[src/rtl/snake_step_scheduler.sv]
// Move pacing for the snake game: one move request per tick period, reversal-safe
// direction latching, score keeping and per-food tick speedup.
module snake_step_scheduler #(
    parameter int CNT_W        = 26,
    parameter int TICKS_NORMAL = 25_000_000,
    parameter int TICKS_HARD   = 12_500_000,
    parameter int SPEEDUP      = 500_000,
    parameter int MIN_TICKS    = 4_000_000,
    parameter int SCORE_W      = 8
) (
    input  logic               clk,
    input  logic               rst,
    input  logic               stage,
    input  logic               difficulty,
    input  logic               btn_up_n,
    input  logic               btn_right_n,
    input  logic               btn_down_n,
    input  logic               btn_left_n,
    input  logic               step_done,
    input  logic               food_collision,
    input  logic               game_over,
    output logic               step_req,
    output logic [1:0]         dir,
    output logic [SCORE_W-1:0] score,
    output logic [CNT_W-1:0]   period
);

    localparam logic [CNT_W-1:0]   NORMAL_C  = CNT_W'(TICKS_NORMAL);
    localparam logic [CNT_W-1:0]   HARD_C    = CNT_W'(TICKS_HARD);
    localparam logic [CNT_W-1:0]   SPEEDUP_C = CNT_W'(SPEEDUP);
    localparam logic [CNT_W-1:0]   MIN_C     = CNT_W'(MIN_TICKS);
    localparam logic [CNT_W-1:0]   CNT_ONE   = CNT_W'(1);
    localparam logic [CNT_W-1:0]   CNT_ZERO  = CNT_W'(0);
    localparam logic [SCORE_W-1:0] SCORE_MAX = {SCORE_W{1'b1}};
    localparam logic [SCORE_W-1:0] SCORE_ONE = SCORE_W'(1);
    localparam logic [SCORE_W-1:0] SCORE_ZERO = SCORE_W'(0);
    localparam logic [1:0]         DIR_UP    = 2'b00;
    localparam logic [1:0]         DIR_RIGHT = 2'b01;
    localparam logic [1:0]         DIR_DOWN  = 2'b10;
    localparam logic [1:0]         DIR_LEFT  = 2'b11;

    typedef enum logic [1:0] {
        IDLE      = 2'b00,
        WAIT_TICK = 2'b01,
        REQ       = 2'b10
    } state_e;

    state_e               state_q, state_d;
    logic [CNT_W-1:0]     cnt_q, cnt_d;
    logic [CNT_W-1:0]     period_q, period_d;
    logic [SCORE_W-1:0]   score_q, score_d;
    logic [1:0]           dir_q, dir_d;
    logic [1:0]           pend_dir_q, pend_dir_d;
    logic                 step_req_q, step_req_d;
    logic [2:0]           cand_s;
    logic                 abort_s;

    // Returns {valid, direction} for the highest-priority pressed button.
    function automatic logic [2:0] pick_button(input logic up_n, input logic right_n,
                                               input logic down_n, input logic left_n);
        logic [2:0] r;
        if (!up_n) begin
            r = {1'b1, DIR_UP};
        end else if (!right_n) begin
            r = {1'b1, DIR_RIGHT};
        end else if (!down_n) begin
            r = {1'b1, DIR_DOWN};
        end else if (!left_n) begin
            r = {1'b1, DIR_LEFT};
        end else begin
            r = 3'b000;
        end
        return r;
    endfunction

    // Shortened period, clamped at the floor without unsigned wraparound.
    function automatic logic [CNT_W-1:0] faster_period(input logic [CNT_W-1:0] p);
        logic [CNT_W-1:0] r;
        if ((p > SPEEDUP_C) && ((p - SPEEDUP_C) > MIN_C)) begin
            r = p - SPEEDUP_C;
        end else begin
            r = MIN_C;
        end
        return r;
    endfunction

    // Next-state, counter, direction, score and period logic.
    always_comb begin
        state_d    = state_q;
        cnt_d      = cnt_q;
        period_d   = period_q;
        score_d    = score_q;
        dir_d      = dir_q;
        pend_dir_d = pend_dir_q;
        step_req_d = 1'b0;
        cand_s     = pick_button(btn_up_n, btn_right_n, btn_down_n, btn_left_n);
        abort_s    = !stage || game_over;

        // A reversal is judged against the committed direction, not the pending one.
        if ((state_q != IDLE) && cand_s[2] && (cand_s[1:0] != (dir_q ^ 2'b10))) begin
            pend_dir_d = cand_s[1:0];
        end else begin
            pend_dir_d = pend_dir_q;
        end

        case (state_q)
            IDLE: begin
                if (stage && !game_over) begin
                    state_d    = WAIT_TICK;
                    cnt_d      = CNT_ZERO;
                    score_d    = SCORE_ZERO;
                    dir_d      = DIR_RIGHT;
                    pend_dir_d = DIR_RIGHT;
                    period_d   = difficulty ? HARD_C : NORMAL_C;
                end else begin
                    state_d = IDLE;
                end
            end
            WAIT_TICK: begin
                if (abort_s) begin
                    state_d = IDLE;
                end else if (cnt_q == (period_q - CNT_ONE)) begin
                    state_d = REQ;
                    cnt_d   = CNT_ZERO;
                    dir_d   = pend_dir_q;
                end else begin
                    cnt_d = cnt_q + CNT_ONE;
                end
            end
            REQ: begin
                if (abort_s) begin
                    state_d = IDLE;
                end else if (step_done) begin
                    state_d = WAIT_TICK;
                    if (food_collision) begin
                        score_d  = (score_q != SCORE_MAX) ? (score_q + SCORE_ONE) : score_q;
                        period_d = faster_period(period_q);
                    end else begin
                        score_d  = score_q;
                        period_d = period_q;
                    end
                end else begin
                    state_d = REQ;
                end
            end
            default: begin
                state_d = IDLE;
            end
        endcase

        step_req_d = (state_d == REQ);
    end

    // State and datapath registers with synchronous reset.
    always_ff @(posedge clk) begin
        if (rst) begin
            state_q    <= IDLE;
            cnt_q      <= CNT_ZERO;
            period_q   <= NORMAL_C;
            score_q    <= SCORE_ZERO;
            dir_q      <= DIR_RIGHT;
            pend_dir_q <= DIR_RIGHT;
            step_req_q <= 1'b0;
        end else begin
            state_q    <= state_d;
            cnt_q      <= cnt_d;
            period_q   <= period_d;
            score_q    <= score_d;
            dir_q      <= dir_d;
            pend_dir_q <= pend_dir_d;
            step_req_q <= step_req_d;
        end
    end

    assign step_req = step_req_q;
    assign dir      = dir_q;
    assign score    = score_q;
    assign period   = period_q;

endmodule
[config.mk]
export PLATFORM = sky130hd
export DESIGN_NAME = snake_step_scheduler
export DESIGN_NICKNAME = d
export VERILOG_FILES = /design/src/rtl/snake_step_scheduler.sv
export SDC_FILE = /design/constraint.sdc
export NUM_CORES = 1
export LEC_CHECK = 0
export BUFFER_PORTS_ARGS = -buffer_cell sky130_fd_sc_hd__buf_2
export CELL_PAD_IN_SITES_DETAIL_PLACEMENT = 2
export CELL_PAD_IN_SITES_GLOBAL_PLACEMENT = 2
export CORE_ASPECT_RATIO = 0.6
export CORE_MARGIN = 5
export CORE_UTILIZATION = 31
export DETAILED_ROUTE_END_ITERATION = 12
export PLACE_DENSITY_LB_ADDON = 0.1
export RECOVER_POWER = 25
export SYNTH_ARGS = -nofsm -noshare
export SYNTH_HDL_FRONTEND = slang
export SYNTH_SLANG_ARGS = --single-unit
[constraint.sdc]
create_clock -name clk -period 3.05 [get_ports clk]
set_input_delay 0.61 -clock clk [delete_from_list [all_inputs] [get_ports clk]]
set_output_delay 0.61 -clock clk [all_outputs]
set_load 0.02 [all_outputs]
Word level (Yosys, flattened, before mapping) --
Index checks and enable logic that the tools add are counted.
Cells by class: equal/unequal tests 13, reduce and logical (&&, ||, !) cells 15, order comparisons 2, multiplexer cells 34, $add $sub $neg 4, bitwise logic cells 1
Operators with widths (number):
- $mux W26 | 8
- $pmux W26 S2 | 2
- $mux W8 | 5
- $add A26 B1 Y26 const B | 1
- $eq A26 B26 Y1 | 1
- $gt A26 B19 Y1 const B | 1
- $gt A26 B22 Y1 const B | 1
- $sub A26 B1 Y26 const B | 1
- $sub A26 B19 Y26 const B | 1
- $mux W25 | 1
- $mux W2 | 10
- $pmux W8 S2 | 1
- $ne A2 B2 Y1 const B | 7
- $mux W3 | 4
- $add A8 B1 Y8 const B | 1
- $ne A8 B8 Y1 const B | 1
- $pmux W2 S3 | 1
- $reduce_and A6 Y1 | 1
- $reduce_bool A2 Y1 | 3
- $reduce_and A5 Y1 | 1
- $eq A2 B2 Y1 const B | 2
- $logic_and A1 B1 Y1 | 4
- $pmux W2 S2 | 1
- $reduce_and A4 Y1 | 1
- 8 further kinds | 9
Storage, ports and cells: bits in registers 67, input port bits 11

Depth between registers and ports, before layout --
Gate-level depths: netlist (run 1).
word-level depth 9, mapped depth 13, depth with buffers taken out 10

Least setup slack after synthesis (run 1) --
OpenSTA, ideal clock, no wires.
kind reg2reg, start register period_q[5] (netlist: period[5]), end register cnt_q[20], arrival 2.918 ns, period minus slack after synthesis 3.033 ns, buffers on the path 2, library setup time 0.115 ns, path slack 0.017 ns, stages on the path, launching flop included 13, path through dfxtp_1 clkbuf_1 inv_1 ha_1 nor3b_2 nand4_1 or4_1 a32o_1 o22a_1 nor4_2 a21o_2 buf_4 nor2_1
On the way: longest elaborated chain between the ends 5
Ends and longest elaborated chain:
- from (decl) | RTL line 50 | logic [CNT_W-1:0] period_q, period_d;
- from (signal assigned) | RTL line 167 | period_q <= period_d;
- $sub A26 B1 Y26 | RTL line 122 | end else if (cnt_q == (period_q - CNT_ONE)) begin
- $eq A26 B26 Y1 | RTL line 122
- $mux W26 | RTL line 122
- $mux W26 | RTL line 120 | if (abort_s) begin
- $pmux W26 S2 | RTL line 106 | case (state_q)
- to (signal assigned) | RTL line 166 | cnt_q <= cnt_d;
- to (decl) | RTL line 49 | logic [CNT_W-1:0] cnt_q, cnt_d;
No other way between the ends. The select of a mux whose other input is x is not followed. A chain may end at the register's enable or synchronous reset.

Worst setup path after layout (run 1) --
start register period_q[6] (netlist: period[6]), end register dir_q[1] (netlist: dir[1])
On the way: longest elaborated chain between the ends 4
Ends and longest elaborated chain:
- $sub A26 B1 Y26 | RTL line 122
- $eq A26 B26 Y1 | RTL line 122
- $ne A2 B2 Y1 (no line)
- $reduce_and A4 Y1 (no line)
- to (signal assigned) | RTL line 169 | dir_q <= dir_d;
- to (decl) | RTL line 52 | logic [1:0] dir_q, dir_d;
No other way between the ends.

==> metrics, run 1 <==
outcome=finished, final reports clean; TNS Setup=0 ns; final hold vios=0; all-layer global routing usage=0.216; Hold WC Path Type=flop to flop; CTS Buf Count=9; H-tree levels=3; Max-cap violations=0; DRC=0; Die Area=0.0163 mm2; Synth top cells by count=nor2_1 (65), dfxtp_1 (62), nand2_1 (41); placed insts=783; FF/Latch Area=0.00124 mm2; period utilisation layout=0.983; clk sinks=62; worst vdd ir=228 uV; vias in the first global route=4,828; Ports=48; die height=101 um; CTS tree=built; Setup CP Type=flop to flop; GRT overflow=0; most instantiated library cell after synthesis=nor2_1; area of the multi-input gates=0.00290 mm2; Mean Syn Cell Area=7.81 um2; mapped cell area=0.00427 mm2; initial core utilization=0.314; Antenna Diode Count=0; FP Rows=33; Mapped Cells=546; Hold WS=0.480 ns; register area share after synthesis=0.291; CP Data Required Time=3.27 ns; total wire length=17,600 um; CP arrival=3.22 ns; Worst-Margin Slew=0.549 ns; ANT nets after route=0; top post-synthesis cells by area=dfxtp_1 (29%), xnor2_1 (5.7%), xor2_1 (5.7%), nor2_1 (5.7%), a21oi_1 (4.3%); Leak=1.96 nW; r2r setup slk=0.05 ns; Final Non-Filler Cells=807; Clk Latency, worst-skew pair=0.34 ns; DIE WIDTH=161 um; Final Power=2.28 mW; synth warn=0; largest net degree at the start of global routing=23; pwr dens=419 mW/mm2; pre-CTS setup slack=-0.000379 ns; clock slew at reported path FFs=0.06 ns; Synth top area share=0.291; ys async rst share=0; clk root buf=clkbuf_16; Synth area leader=dfxtp_1; Setup WS post-layout=0.0521 ns; GP Congestion=0.827; CP Max Fanout=6; final core occ=0.400; fin nets=642; first-pass GRT wire length=27,600 um; Vias per Instance=5.52; hpwl dp=13,100 um; number of synthesized flops with an enable pin=0; Clock Path Buffers=2; headroom to the max-slew limit=0.630; DRT Pass-1 Iters=4; max-slew violations=0; First DRT Iteration DRCs=262; DP Area=0.00497 mm2; WL/cell=21.8 um; min cycle time layout=3.00 ns; Peak Freq=334 MHz; antenna violations before repair=0; Synth Register Bits=62; Vias=4,458; IO buf count=42; CP startpoint kind=flop; final-layout fill cell count=1,560; prevailing post-synth register cell=dfxtp_1; Layout area overhead=27.4%; hold buffer count at cts=0; Yosys cell types=68; Crit. End Element=flop; post-route cell area=0.00544 mm2; Core Box Area=0.0136 mm2; worst-case clock skew=0.0119 ns; Final setup viols=0; fraction of layout instances using a drive strength above 1=0.220
-- timing repair --
| action | CTS | global route |
|---|---|---|
| resized for setup | 1 | 24 |
| setup buffers | 0 | 7 |
| cloned | 0 | 1 |
| endpoints found under the setup margin | 9 | 39 |
| pin swaps | 0 | 14 |
-- per-layer routing --
layer / up-vias / global-route usage / wire (um)
met1: 2245 / 0.319 / 8850
met5: - / 0 / 0
met2: 80 / 0.330 / 7750
met4: 0 / 0.0367 / 113
met3: 10 / 0.0409 / 865
li1: 2123 / - / -
-- kinds of logic after synthesis --
logic type	after synthesis	share of synthesized area
AO/OA/AOI/OAI	130	0.213
XOR/XNOR	56	0.115
adder cells (fa/ha/maj)	4	0.0117
buffers and inverters	53	0.0572
flip-flops	62	0.291
multiplexers	2	0.00469
other	1	0.000879
AND/OR/NAND/NOR	238	0.306
-- power breakdown --
group	internal (mW)	leakage (nW)	switching, mW
sequential	0.822	0.503	0.0240
clock	0.715	0.152	0.424
combinational	0.111	1.30	0.182
total	1.65	1.96	0.630
-- cells in the final DEF (no fill, tap or decap), types with 13 or more instances in the layout --
cell type	instances
nor3_1	20
nand3_1	16
inv_1	13
dfxtp_1	60
buf_2	23
buf_4	56
nor2_1	64
o21ai_0	13
a21oi_1	36
xnor2_1	27
clkbuf_1	22
nand4_1	18
nand2_1	41
xor2_1	28
-- worst max-delay path, stage by stage (launching register included) --
cell,delay [ns]
dfxtp_1,0.32
buf_4,0.16
or4_4,0.55
buf_6,0.15
nor4_4,0.28
nand2_1,0.15
xnor2_2,0.18
or3_4,0.40
nor4_4,0.25
buf_4,0.16
a211oi_1,0.07
a41o_1,0.21
-- sequential cells by signal (all words and copies together) (netlist names) --
register	flops
dir	2
pend_dir_q	2
state_q	2
period	21
score	8
cnt_q	26
step_req	1
-- layout make-up --
class / instances / area share
multi-input cells: 435 / 0.533
flip-flops and latches: 62 / 0.229
repair buffers: 106 / 0.131
clock buffers: 10 / 0.0421
well taps: 175 / 0.0403
clock inverters: 6 / 0.0159
inverters: 13 / 0.00898
-- final timing paths --
path	from	to	depth (start not counted)
max	period[6]	dir[1]	11
min	cnt_q[1]	cnt_q[1]	2
max reg2reg	period[6]	dir[1]	11
min reg2reg	cnt_q[1]	cnt_q[1]	2
(Power assumes the default switching activity.)
==> run 2, diff against run 1 <==
--- a/config.mk
+++ b/config.mk
@@ -10,7 +10,7 @@
 export CELL_PAD_IN_SITES_GLOBAL_PLACEMENT = 2
 export CORE_ASPECT_RATIO = 0.6
 export CORE_MARGIN = 5
-export CORE_UTILIZATION = 31
+export CORE_UTILIZATION = 35
 export DETAILED_ROUTE_END_ITERATION = 12
 export PLACE_DENSITY_LB_ADDON = 0.1
 export RECOVER_POWER = 25
==> constraint.sdc (replaced) <==
create_clock -name clk -period 3.6 [get_ports clk]
set_input_delay 0.72 -clock clk [delete_from_list [all_inputs] [get_ports clk]]
set_output_delay 0.72 -clock clk [all_outputs]
set_load 0.02 [all_outputs]
==> metrics, run 2 (synthesized netlist as in run 1, its figures left out) <==
Vias per Instance=5.72 (+3.6%); Hold WS=0.506 ns (+0.0258 ns); die height=95.5 um (-5.3%); pwr dens=375 mW/mm2 (-11%); hold buffer count at cts=0 (unchanged); Clk Latency, worst-skew pair=0.34 ns (about the same); Die Area=0.0146 mm2 (-11%); Core Box Area=0.0120 mm2 (-12%); First DRT Iteration DRCs=253 (-3.4%); outcome=finished, final reports clean; CP startpoint kind=flop; Setup CP Type=flop to flop; FP Rows=31 (-6.1%); final hold vios=0 (unchanged); Final Non-Filler Cells=758 (-6.1%); hpwl dp=12,200 um (-6.5%); CTS tree=built; DP Area=0.00469 mm2 (-5.6%); headroom to the max-slew limit=0.438 (-0.191); DIE WIDTH=153 um (-5.5%); Antenna Diode Count=0 (unchanged); largest net degree at the start of global routing=25 (+8.7%); clock slew at reported path FFs=0.05 ns (about the same); max-slew violations=0 (unchanged); Layout area overhead=17.5%; Crit. End Element=flop; CP Max Fanout=13 (+7); GRT overflow=0 (unchanged); fraction of layout instances using a drive strength above 1=0.147 (-0.0732); RSZ-0062 raised after global routing=true; placed insts=739 (-5.6%); Buf+Inv Stages, Crit Path=2 (-1); DRC=0 (unchanged); Ports=48 (unchanged); clk root buf=clkbuf_16; antenna violations before repair=0 (unchanged); Clock Path Buffers=2 (unchanged); clk sinks=62 (unchanged); GP Congestion=0.853 (+3.2%); IO buf count=42 (unchanged); CP Data Required Time=3.83 ns (+0.56 ns); all-layer global routing usage=0.227 (+0.0112); first-pass GRT wire length=26,200 um (-5.4%); total wire length=16,400 um (-7.0%); ANT nets after route=0 (unchanged); Vias=4,337 (-2.7%); max reg flops=26 (unchanged); cells along the critical path=inv_1 > ha_1 > nand2b_1 > nand3_1 > o32a_1 > o31ai_1 > a211oi_1 > o21ai_2 > buf_12 > o21ai_1 > a211o_1; H-tree levels=3 (unchanged); CTS Buf Count=9 (unchanged); initial core utilization=0.356 (+0.0419); Hold WC Path Type=flop to flop; final core occ=0.418 (+0.0181); Leak=1.74 nW (-11%); most frequent cells in the layout=nor2_1 (65), dfxtp_1 (62), nand2_1 (41), a21oi_1 (37); Peak Freq=289 MHz (-14%); period utilisation layout=0.963 (-0.0201); min cycle time layout=3.47 ns (+0.468 ns); CP max stage delay=0.52 ns (-0.03 ns); Final setup viols=0 (unchanged); Max-cap violations=0 (unchanged); WL/cell=21.6 um (-0.94%); Top reg by flops=cnt_q; worst-case clock skew=0.00756 ns (-0.00438 ns); DRT Pass-1 Iters=4 (unchanged); fin nets=603 (-6.1%); post-route cell area=0.00501 mm2 (-7.8%); Worst-Margin Slew=0.842 ns (+0.293 ns); worst vdd ir=218 uV (-4.3%); most common cell after layout, fill and taps aside=nor2_1; CP top delay family=compound AO/OA/AOI/OAI gates; vias in the first global route=4,622 (-4.3%); CP max stage cell=o31ai_1; CP arrival=3.69 ns (+0.47 ns)
-- run 2: cell count changes in the layout (fill, tap and decap cells not counted), moves of 3 or more --
cell      previous run  this run
buf_4               56        22
a211oi_1             2         5
nor4_1               5         8
o21ai_0             13        16
clkbuf_1            22        19
o21ai_1             10         7
a211oi_2             4         1
buf_6                3         0
-- run 2: worst paths after layout --
| kind | from | cells past startpoint | to | slack (ns) |
|---|---|---|---|---|
| setup / recovery | period[6] | 11 | period[14] | 0.13 |
| hold / removal | cnt_q[1] | 2 | cnt_q[1] | 0.51 |
| setup reg to reg | period[6] | 11 | period[14] | 0.13 |
| hold reg to reg | cnt_q[1] | 2 | cnt_q[1] | 0.51 |
-- run 2: what timing repair did --
item / 4_1_cts / 5_1_grt
gates resized for setup: 0 / 2
endpoints found under the setup margin: 0 / 24
buffers inserted: 0 / 2
-- run 2: cell type report --
class	count	area (um2)
clock buffer	10	229
clock inverter	6	86.3
fill	1422	6970
inverter	13	48.8
multi-input combinational	436	2820
sequential	62	1240
tap	165	206
timing repair buffer	66	378
-- run 2: where the power goes --
group | leakage [nW] | internal [mW] | switching, mW
Combinational | 1.09 | 0.0672 | 0.132
Clock | 0.152 | 0.605 | 0.349
Sequential | 0.502 | 0.697 | 0.0287
-- run 2: stage by stage --
step / TNS, ns / setup slack, ns / total power, mW
after floorplan: 0 / 0.567 / 0.866
after global placement: 0 / 0.308 / 0.926
after detailed placement: 0 / 0.0751 / 0.934
after CTS: 0 / 0.0204 / 1.89
after global routing: -0.196 / -0.0259 / 1.94
final: 0 / 0.134 / 1.88
-- run 2: metal layers --
| metal | global-route usage | vias to the layer above | routed length, um |
|---|---|---|---|
| met5 | 0 | - | 0 |
| met3 | 0.0440 | 14 | 851 |
| met1 | 0.321 | 2182 | 8200 |
| met2 | 0.363 | 92 | 7180 |
| met4 | 0.0452 | 0 | 127 |
| li1 | - | 2049 | - |
-- run 2: tightest hold or removal path, cell delays in order, from the launching register on --
cell	delay, ns
dfxtp_1	0.32
nand2_1	0.07
a21oi_1	0.06
==> run 3, diff against run 2 <==
--- a/config.mk
+++ b/config.mk
@@ -13,7 +13,8 @@
 export CORE_UTILIZATION = 35
 export DETAILED_ROUTE_END_ITERATION = 12
 export PLACE_DENSITY_LB_ADDON = 0.1
-export RECOVER_POWER = 25
+export RECOVER_POWER = 50
+export SETUP_SLACK_MARGIN = 0.1
 export SYNTH_ARGS = -nofsm -noshare
 export SYNTH_HDL_FRONTEND = slang
 export SYNTH_SLANG_ARGS = --single-unit
==> constraint.sdc (replaced) <==
create_clock -name clk -period 3.4 [get_ports clk]
set_input_delay 0.68 -clock clk [delete_from_list [all_inputs] [get_ports clk]]
set_output_delay 0.68 -clock clk [all_outputs]
set_load 0.02 [all_outputs]
==> metrics, run 3 (synthesized netlist as in run 1, its figures left out) <==
GP Congestion=0.878 (+2.9%); period utilisation layout=0.944 (-0.0186); Core Box Area=0.0120 mm2 (unchanged); Clk Latency, worst-skew pair=0.33 ns (about the same); Peak Freq=311 MHz (+8.0%); Setup CP Type=flop to flop; Pint=1.38 mW (+0.89%); P_sw=537 uW (+5.3%); Antenna Diode Count=0 (unchanged); initial core utilization=0.356 (unchanged); GRT overflow=0 (unchanged); FF/Latch Area=0.00124 mm2 (unchanged); worst vdd ir=231 uV (+6.1%); antenna violations before repair=0 (unchanged); die height=95.5 um (unchanged); CP Data Required Time=3.62 ns (-0.21 ns); max reg flops=26 (unchanged); r2r setup slk=0.19 ns (+0.06 ns); First DRT Iteration DRCs=223 (-12%); final hold vios=0 (unchanged); Worst Setup SP=period[6]; Clock power frac=0.484 (-0.024); CTS tree=built; Vias per Instance=5.70 (-0.35%); DRT Pass-1 Iters=5 (+1); Layout area overhead=19.1%; DP Area=0.00476 mm2 (+1.6%); pwr dens=377 mW/mm2 (+0.65%); CP startpoint kind=flop; Top reg by flops=cnt_q; Worst-Margin Slew=0.911 ns (+0.0687 ns); Crit. End Element=flop; CTS Buf Count=9 (unchanged); switching fraction of total power=0.280 (+0.00856); min-delay src=cnt_q[1]; IO buf count=42 (unchanged); ANT nets after route=0 (unchanged); Die Area=0.0146 mm2 (unchanged); Final setup viols=0 (unchanged); Ports=48 (unchanged); Max-cap violations=0 (unchanged); CP arrival=3.43 ns (-0.26 ns); DIE WIDTH=153 um (unchanged); hpwl dp=12,300 um (+1.2%); Clock Path Buffers=2 (unchanged); Hold WC Path Type=flop to flop; WL/cell=21.5 um (-0.30%); fin nets=616 (+2.2%); TNS Setup=0 ns (unchanged); total wire length=16,600 um (+1.4%); post-route cell area=0.00508 mm2 (+1.4%); Worst Hold Endpoint=cnt_q[1]; RSZ-0062 raised after global routing=false; CP Max Fanout=14 (+1); Leak=1.76 nW (+0.93%); outcome=finished, final reports clean; area of the multi-input gates=0.00283 mm2 (+0.22%); reg2reg start=period[6]; clk sinks=62 (unchanged); clock slew at reported path FFs=0.06 ns (about the same); H-tree levels=3 (unchanged); sequential cell fraction of total power=0.397 (+0.011); fraction of layout instances using a drive strength above 1=0.147 (+0.000153); FF-to-FF path depth=12 (+1); max-slew violations=0 (unchanged); final-layout fill cell count=1,374 (-3.4%); worst-case clock skew=0.00649 ns (-0.00108 ns); all-layer global routing usage=0.227 (+0.000556); hold buffer count at cts=0 (unchanged); largest net degree at the start of global routing=18 (-28%); Hold Crit Depth=2 (unchanged); most common cell after layout, fill and taps aside=nor2_1; FP Rows=31 (unchanged); min cycle time layout=3.21 ns (-0.256 ns); Vias=4,396 (+1.4%); most frequent cells in the layout=nor2_1 (65), dfxtp_1 (62), nand2_1 (41), a21oi_1 (37), clkbuf_1 (30); RR Endpoint=cnt_q[14]; clk root buf=clkbuf_16; Comb pwr share=0.119 (+0.013); DRC=0 (unchanged); first-pass GRT wire length=26,100 um (-0.24%); vias in the first global route=4,643 (+0.45%); headroom to the max-slew limit=0.393 (-0.0458)
-- run 3: power by group through the flow --
stage                     sequential (mW)  clock (mW)  combinational [mW]
after floorplan                     0.776           0               0.140
final                               0.762       0.928               0.228
after global routing                0.764       0.977               0.245
after detailed placement            0.777           0               0.220
after global placement              0.776           0               0.213
after CTS                           0.761       0.944               0.226
-- run 3: critical path, cell delays in order (launching register included) --
cell     delay [ns]
dfxtp_1        0.32
inv_1          0.09
ha_1           0.27
or3b_2         0.56
nor4_4         0.23
buf_4          0.19
a31oi_1        0.09
a32o_1         0.25
o22a_1         0.26
nor4_4         0.35
a21o_2         0.26
buf_12         0.16
nor2_1         0.06
-- run 3: what timing repair did --
action | in CTS | in global routing
pin swaps | 1 | 2
setup endpoints to repair | 14 | 26
setup buffers | 1 | 5
resized for setup | 0 | 4
-- run 3: final cells by class --
class,count,share of cell area
sequential,62,0.244
tap,165,0.0406
clock buffer,10,0.0450
clock inverter,6,0.0123
multi-input combinational,435,0.556
inverter,13,0.00960
timing repair buffer,80,0.0918
-- run 3: through the flow --
stage / hold WS [ns] / util / setup WS (ns) / instances / power, mW
6_report: 0.486 / 0.424 / 0.190 / 771 / 1.92
5_1_grt: 0.515 / 0.424 / 0.0895 / 771 / 1.99
4_1_cts: 0.508 / 0.423 / 0.170 / 766 / 1.93
3_5_place_dp: 0.480 / 0.397 / 0.0980 / 749 / 0.997
3_3_place_gp: 0.462 / 0.397 / 0.261 / 749 / 0.989
2_1_floorplan: 0.448 / - / 0.367 / 550 / 0.917
-- run 3: worst max-delay path by stage --
stage / endpoint / depth (start not counted)
2_1_floorplan: cnt_q[20] / 12
3_3_place_gp: cnt_q[11] / 10
3_5_place_dp: cnt_q[14] / 11
4_1_cts: cnt_q[14] / 11
5_1_grt: cnt_q[9] / 12
6_report: cnt_q[14] / 12
-- run 3: metal layers --
metal | track usage | up-vias | part of all wire
li1 | - | 2077 | -
met1 | 0.311 | 2219 | 0.48
met2 | 0.372 | 87 | 0.46
met3 | 0.0444 | 13 | 0.044
met4 | 0.0578 | 0 | 0.0072
met5 | 0 | - | 0
